<file path="src/rtl/ps2_pkg.sv">
// rtl/ps2_pkg.sv - shared constants for the PS/2 scancode receiver
package ps2_pkg;

    // Prefix bytes folded into flags instead of being reported as keys
    localparam logic [7:0] PS2_EXT = 8'hE0;
    localparam logic [7:0] PS2_BRK = 8'hF0;

    // Frame receiver states
    localparam logic [1:0] ST_IDLE   = 2'd0;
    localparam logic [1:0] ST_DATA   = 2'd1;
    localparam logic [1:0] ST_PARITY = 2'd2;
    localparam logic [1:0] ST_STOP   = 2'd3;

endpackage

</file>
<file path="src/rtl/ps2_sync_filter.sv">
// rtl/ps2_sync_filter.sv - 2-FF synchroniser plus consecutive-sample deglitch filter
module ps2_sync_filter #(
    parameter int FILTER_LEN = 8
) (
    input  logic clk,
    input  logic rst_n,
    input  logic din,
    output logic dout
);

    localparam int CW = (FILTER_LEN > 1) ? $clog2(FILTER_LEN) : 1;
    localparam logic [CW-1:0] CNT_LAST = CW'(FILTER_LEN - 1);

    logic          meta_q;
    logic          sync_q;
    logic          dout_q;
    logic [CW-1:0] cnt_q;

    // Two-stage synchroniser; idles high like an undriven PS/2 line
    always_ff @(posedge clk) begin
        if (!rst_n) begin
            meta_q <= 1'b1;
            sync_q <= 1'b1;
        end else begin
            meta_q <= din;
            sync_q <= meta_q;
        end
    end

    // Output follows the input only after FILTER_LEN consecutive differing samples
    always_ff @(posedge clk) begin
        if (!rst_n) begin
            dout_q <= 1'b1;
            cnt_q  <= '0;
        end else if (sync_q == dout_q) begin
            cnt_q  <= '0;
        end else if (cnt_q == CNT_LAST) begin
            dout_q <= sync_q;
            cnt_q  <= '0;
        end else begin
            cnt_q  <= cnt_q + 1'b1;
        end
    end

    assign dout = dout_q;

endmodule

</file>
<file path="src/rtl/ps2_scancode_rx.sv">
// rtl/ps2_scancode_rx.sv - PS/2 frame receiver and scancode decoder; optional REPEAT_SUPPRESS_EN
module ps2_scancode_rx
    import ps2_pkg::*;
#(
    parameter int FILTER_LEN     = 8,
    parameter int TIMEOUT_CYCLES = 200000
) (
    input  logic       clk,
    input  logic       rst_n,
    input  logic       ps2clk,
    input  logic       ps2data,
    output logic [7:0] keyval,
    output logic       key_valid,
    output logic       key_break,
    output logic       key_ext,
    output logic       frame_err
);

    localparam int TW = $clog2(TIMEOUT_CYCLES + 1);
    localparam logic [TW-1:0] TMO_LAST = TW'(TIMEOUT_CYCLES - 1);

    logic          filt_clk;
    logic          filt_data;
    logic          filt_clk_q;
    logic          fall;

    logic [1:0]    state_q, state_d;
    logic [2:0]    bit_cnt_q, bit_cnt_d;
    logic [7:0]    shift_q, shift_d;
    logic          par_q, par_d;
    logic [TW-1:0] tmo_q, tmo_d;
    logic          err_d;
    logic          good_d, good_q;

    logic          brk_flag_q, brk_flag_d;
    logic          ext_flag_q, ext_flag_d;
    logic          strobe_d;

    logic [7:0]    keyval_q;
    logic          key_valid_q;
    logic          key_break_q;
    logic          key_ext_q;
    logic          frame_err_q;

    ps2_sync_filter #(.FILTER_LEN(FILTER_LEN)) u_clk_filt (
        .clk   (clk),
        .rst_n (rst_n),
        .din   (ps2clk),
        .dout  (filt_clk)
    );

    ps2_sync_filter #(.FILTER_LEN(FILTER_LEN)) u_data_filt (
        .clk   (clk),
        .rst_n (rst_n),
        .din   (ps2data),
        .dout  (filt_data)
    );

    // Delayed filtered clock for falling-edge detection
    always_ff @(posedge clk) begin
        if (!rst_n) filt_clk_q <= 1'b1;
        else        filt_clk_q <= filt_clk;
    end

    assign fall = filt_clk_q & ~filt_clk;

    // Frame FSM: start, 8 data bits LSB first, odd parity, stop; plus inter-edge timeout
    always_comb begin
        state_d   = state_q;
        bit_cnt_d = bit_cnt_q;
        shift_d   = shift_q;
        par_d     = par_q;
        err_d     = 1'b0;
        good_d    = 1'b0;
        if (state_q == ST_IDLE || fall) tmo_d = '0;
        else                            tmo_d = tmo_q + 1'b1;

        case (state_q)
            ST_IDLE: begin
                if (fall) begin
                    if (!filt_data) begin
                        state_d   = ST_DATA;
                        bit_cnt_d = 3'd0;
                    end else begin
                        err_d = 1'b1;
                    end
                end
            end
            ST_DATA: begin
                if (fall) begin
                    shift_d = {filt_data, shift_q[7:1]};
                    if (bit_cnt_q == 3'd7) state_d = ST_PARITY;
                    else                   bit_cnt_d = bit_cnt_q + 3'd1;
                end
            end
            ST_PARITY: begin
                if (fall) begin
                    par_d   = filt_data;
                    state_d = ST_STOP;
                end
            end
            default: begin
                if (fall) begin
                    if (filt_data && ((^shift_q) ^ par_q)) good_d = 1'b1;
                    else                                   err_d  = 1'b1;
                    state_d = ST_IDLE;
                end
            end
        endcase

        // A fall in the same cycle restarts the window, so it takes priority
        if (state_q != ST_IDLE && !fall && tmo_q == TMO_LAST) begin
            err_d   = 1'b1;
            state_d = ST_IDLE;
        end
    end

    // Frame FSM state registers
    always_ff @(posedge clk) begin
        if (!rst_n) begin
            state_q   <= ST_IDLE;
            bit_cnt_q <= 3'd0;
            shift_q   <= 8'h00;
            par_q     <= 1'b0;
            tmo_q     <= '0;
            good_q    <= 1'b0;
        end else begin
            state_q   <= state_d;
            bit_cnt_q <= bit_cnt_d;
            shift_q   <= shift_d;
            par_q     <= par_d;
            tmo_q     <= tmo_d;
            good_q    <= good_d;
        end
    end

`ifdef REPEAT_SUPPRESS_EN
    logic       held_v_q, held_v_d;
    logic [8:0] held_q, held_d;
`endif

    // Decode a good frame one cycle after its stop bit; shift_q is stable until the next frame's data
    always_comb begin
        brk_flag_d = brk_flag_q;
        ext_flag_d = ext_flag_q;
        strobe_d   = 1'b0;
`ifdef REPEAT_SUPPRESS_EN
        held_v_d   = held_v_q;
        held_d     = held_q;
`endif
        if (err_d) begin
            brk_flag_d = 1'b0;
            ext_flag_d = 1'b0;
        end else if (good_q) begin
            if (shift_q == PS2_EXT) begin
                ext_flag_d = 1'b1;
            end else if (shift_q == PS2_BRK) begin
                brk_flag_d = 1'b1;
            end else begin
                brk_flag_d = 1'b0;
                ext_flag_d = 1'b0;
                strobe_d   = 1'b1;
`ifdef REPEAT_SUPPRESS_EN
                // Typematic repeats of the held key are dropped; its release frees the slot
                if (held_v_q && held_q == {ext_flag_q, shift_q}) begin
                    if (brk_flag_q) held_v_d = 1'b0;
                    else            strobe_d = 1'b0;
                end else if (!brk_flag_q) begin
                    held_v_d = 1'b1;
                    held_d   = {ext_flag_q, shift_q};
                end
`endif
            end
        end
    end

    // Prefix flags and registered key outputs; key fields hold between strobes
    always_ff @(posedge clk) begin
        if (!rst_n) begin
            brk_flag_q  <= 1'b0;
            ext_flag_q  <= 1'b0;
            keyval_q    <= 8'h00;
            key_valid_q <= 1'b0;
            key_break_q <= 1'b0;
            key_ext_q   <= 1'b0;
            frame_err_q <= 1'b0;
        end else begin
            brk_flag_q  <= brk_flag_d;
            ext_flag_q  <= ext_flag_d;
            key_valid_q <= strobe_d;
            frame_err_q <= err_d;
            if (strobe_d) begin
                keyval_q    <= shift_q;
                key_break_q <= brk_flag_q;
                key_ext_q   <= ext_flag_q;
            end
        end
    end

`ifdef REPEAT_SUPPRESS_EN
    // Last make not yet released
    always_ff @(posedge clk) begin
        if (!rst_n) begin
            held_v_q <= 1'b0;
            held_q   <= 9'h000;
        end else begin
            held_v_q <= held_v_d;
            held_q   <= held_d;
        end
    end
`endif

    assign keyval    = keyval_q;
    assign key_valid = key_valid_q;
    assign key_break = key_break_q;
    assign key_ext   = key_ext_q;
    assign frame_err = frame_err_q;

endmodule

</file>
<file path="config.mk">
export PLATFORM = sky130hd
export DESIGN_NAME = ps2_scancode_rx
export DESIGN_NICKNAME = d
export VERILOG_FILES = /design/src/rtl/ps2_pkg.sv /design/src/rtl/ps2_sync_filter.sv /design/src/rtl/ps2_scancode_rx.sv
export SDC_FILE = /design/constraint.sdc
export NUM_CORES = 1
export LEC_CHECK = 0
export ABC_AREA = 1
export CORE_MARGIN = 2
export CORE_UTILIZATION = 35
export DETAILED_ROUTE_END_ITERATION = 7
export PLACE_DENSITY = 0.58
export SYNTH_ARGS = -nofsm -noshare
export SYNTH_HDL_FRONTEND = slang
export SYNTH_SLANG_ARGS = --single-unit
</file>
<file path="constraint.sdc">
create_clock -name clk -period 4.3 [get_ports clk]
set_input_delay 1.29 -clock clk [delete_from_list [all_inputs] [get_ports clk]]
set_output_delay 1.29 -clock clk [all_outputs]
set_load 0.005 [all_outputs]
</file>
==> flow_summary.toml <==
[setup_path]
worstPathMaxFanout = 2
path_class = "reg -> out"
crit_path_end_kind = "output pin"
path_buf_inv = 1
critPathSlowestCell = "clkdlybuf4s50_1"
required_ns = 3.01
cp.arrival_ns = 1.17
path_delay_family = "buffers and inverters"
max_stage_delay_ns = 0.50
setup.worst_path.start_class = "flop"
crit_path_cell_trace = "clkdlybuf4s50_1"

[drt]
drtIter0Drc = 78
vias = 2234
post_drt_wl_per_cell_um = 9.87
viasPerCell = 4.43
drc = 0
wirelength_mm = 4.97
ant_nets = 0
firstDrtPassIters = 4

[floorplanning]
io-pin-count = 16
die_height_um = 94.6
coreArea_um2 = 8090
dieArea_um2 = 8940
initial_utilization = 0.355
rows = 33
die_w_um = 94.6

[power_and_ir_drop]
power.internal_uw = 836
p_clk_frac = 0.468
swShare = 0.229
pwr-share-seq = 0.516
p_leak_nw = 1.34
ir_drop_uv = 188
p_comb_frac = 0.016
power.density_nw_per_um2 = 329
p_sw_uw = 248

[clock_network]
clk_path_buf_depth = 2
tritoncts = "yes"
cts_buffers = 9
cts_setup_buffers = 0
cts_sinks = 60
ctsHoldBuffers = 0
post_cts_resized = 0
htreeDepth = 3
clk_pin_slew_ns = 0.07
clock_latency_ns = 0.34
root_buffer = "clkbuf_8"

[yosys]
yosysWarnings = 0
avgSynthCellArea_um2 = 7.59
ys_top_cells_by_area = "dfxtp_1 (42%), nand2_1 (8.9%), inv_1 (8.6%)"
yosysTopAreaCell = "dfxtp_1"
syn_nets = 398
ys_ff_latch = 60
syn_area_um2 = 2870
synth.yosys.seq_area_share = 0.418
yosysTopAreaCellShare = 0.418
ys_types = 33
synthCells = 378

[timing]
rsz0062_at_grt = "false"
max_freq_ghz = 0.406
worstMarginPinSlew_ns = 0.682
finalSetupViolations = 0
finalMaxSlewViolations = 0
relSlewSlack = 0.544
fin_crit_sh = 0.573
tns_ns = 0
min_period_ns = 2.46
whs_ns = 0.412
skew_ns = 0.00717
setup_slack_ns = 1.84
finalHoldViolCount = 0

[layout]
nFillCells = 860
antenna_cells = 0
final_util = 0.407
final_cell_area_um2 = 3290
final_common_cell = "nand2_1"
layout_common_cells = "nand2_1 (68), inv_1 (66), dfxtp_1 (60)"
drive_gt1_frac = 0.135
nets = 414
area_growth_pct = 14.7

[place]
dp_worst_setup_slack_ns = 1.57
place.gp.congestion = 0.772
io_buffers = 15
dp_hpwl_mm = 3.66
place_area_um2 = 3090

[run_status]
status = "complete, no violations"

[worst_hold_path]
hold_class = "reg -> reg"

[global_routing]
antenna_found_initial = 0
grt_overflow = 0
grt.total_usage = 0.130
grt_max_degree = 27
grt_pass1_wl_mm = 9.04
grt_pass1_vias = 2137

[run]
drv_cap = 0
-- worst paths after layout --
| check | start | endpoint | cells past startpoint | slack (ns) |
|---|---|---|---|---|
| worst max-delay path | key_break | key_break | 1 | 1.84 |
| worst min-delay path | u_clk_filt.meta_q | u_clk_filt.sync_q | 1 | 0.41 |
| worst max register to register | shift_q[2] | keyval[3] | 11 | 2.07 |
| worst min register to register | u_clk_filt.meta_q | u_clk_filt.sync_q | 1 | 0.41 |
-- cell usage after synthesis --
cell type   n
o21ai_1     1
nor2_4      4
or2_2       6
nor3_1      5
nand2_2     5
o211ai_1    2
nor4_1      3
nand3_1    11
nand2_1    68
clkinv_1    1
nand3_2     4
dfxtp_1    60
or2_1       1
buf_6       2
nor2_1     24
nand3b_2    1
ha_1       16
inv_2       4
nor2_2     11
inv_1      66
clkbuf_1    6
buf_4       2
nor3b_1     5
o21ai_0    14
nand4_1    17
or3_1       1
a21oi_1    30
nor3b_2     2
o21a_1      1
or2_0       1
a211oi_1    2
buf_2       1
xnor2_1     1
-- layout make-up --
class	count	area [µm²]	area share
Multi-Input combinational cell	236	1340	0.406
Sequential cell	60	1200	0.365
Inverter	71	267	0.0809
Timing Repair Buffer	16	158	0.0479
Tap cell	105	131	0.0399
Clock buffer	9	124	0.0376
Clock inverter	7	75.1	0.0228
-- registers in the layout, summed over array words and instances (netlist names), 2 cells and up --
name / cells
bit_cnt_q: 3
keyval: 8
tmo_q: 18
u_clk_filt.cnt_q: 3
u_data_filt.cnt_q: 3
state_q: 2
shift_q: 8
-- metal layers --
metal | vias to the layer above | global-route usage | wire length (µm)
met4 | 0 | 0.0628 | 103
li1 | 1230 | - | -
met1 | 971 | 0.149 | 2410
met3 | 10 | 0.0431 | 154
met2 | 23 | 0.218 | 2300
met5 | - | 0 | 0
-- per-stage QoR --
step | std cells | power [mW]
2_1_floorplan | 378 | 0.584
3_3_place_gp | 488 | 0.589
3_5_place_dp | 488 | 0.589
4_1_cts | 504 | 1.11
5_1_grt | 504 | 1.13
6_report | 504 | 1.08
-- power groups by stage --
stage / logic [mW] / registers, mW / clock network, mW
2_1_floorplan: 0.0128 / 0.571 / 0
3_3_place_gp: 0.0175 / 0.571 / 0
3_5_place_dp: 0.0178 / 0.572 / 0
4_1_cts: 0.0178 / 0.559 / 0.529
5_1_grt: 0.0200 / 0.559 / 0.547
6_report: 0.0174 / 0.559 / 0.508
-- kinds of logic after synthesis --
kind of cell,synth area share
xor+xnor,0.00305
buf+inv,0.116
flops,0.418
simple gates,0.302
fa+ha+maj,0.0697
compound gates,0.0915
Power figures use the tool's default switching activity.
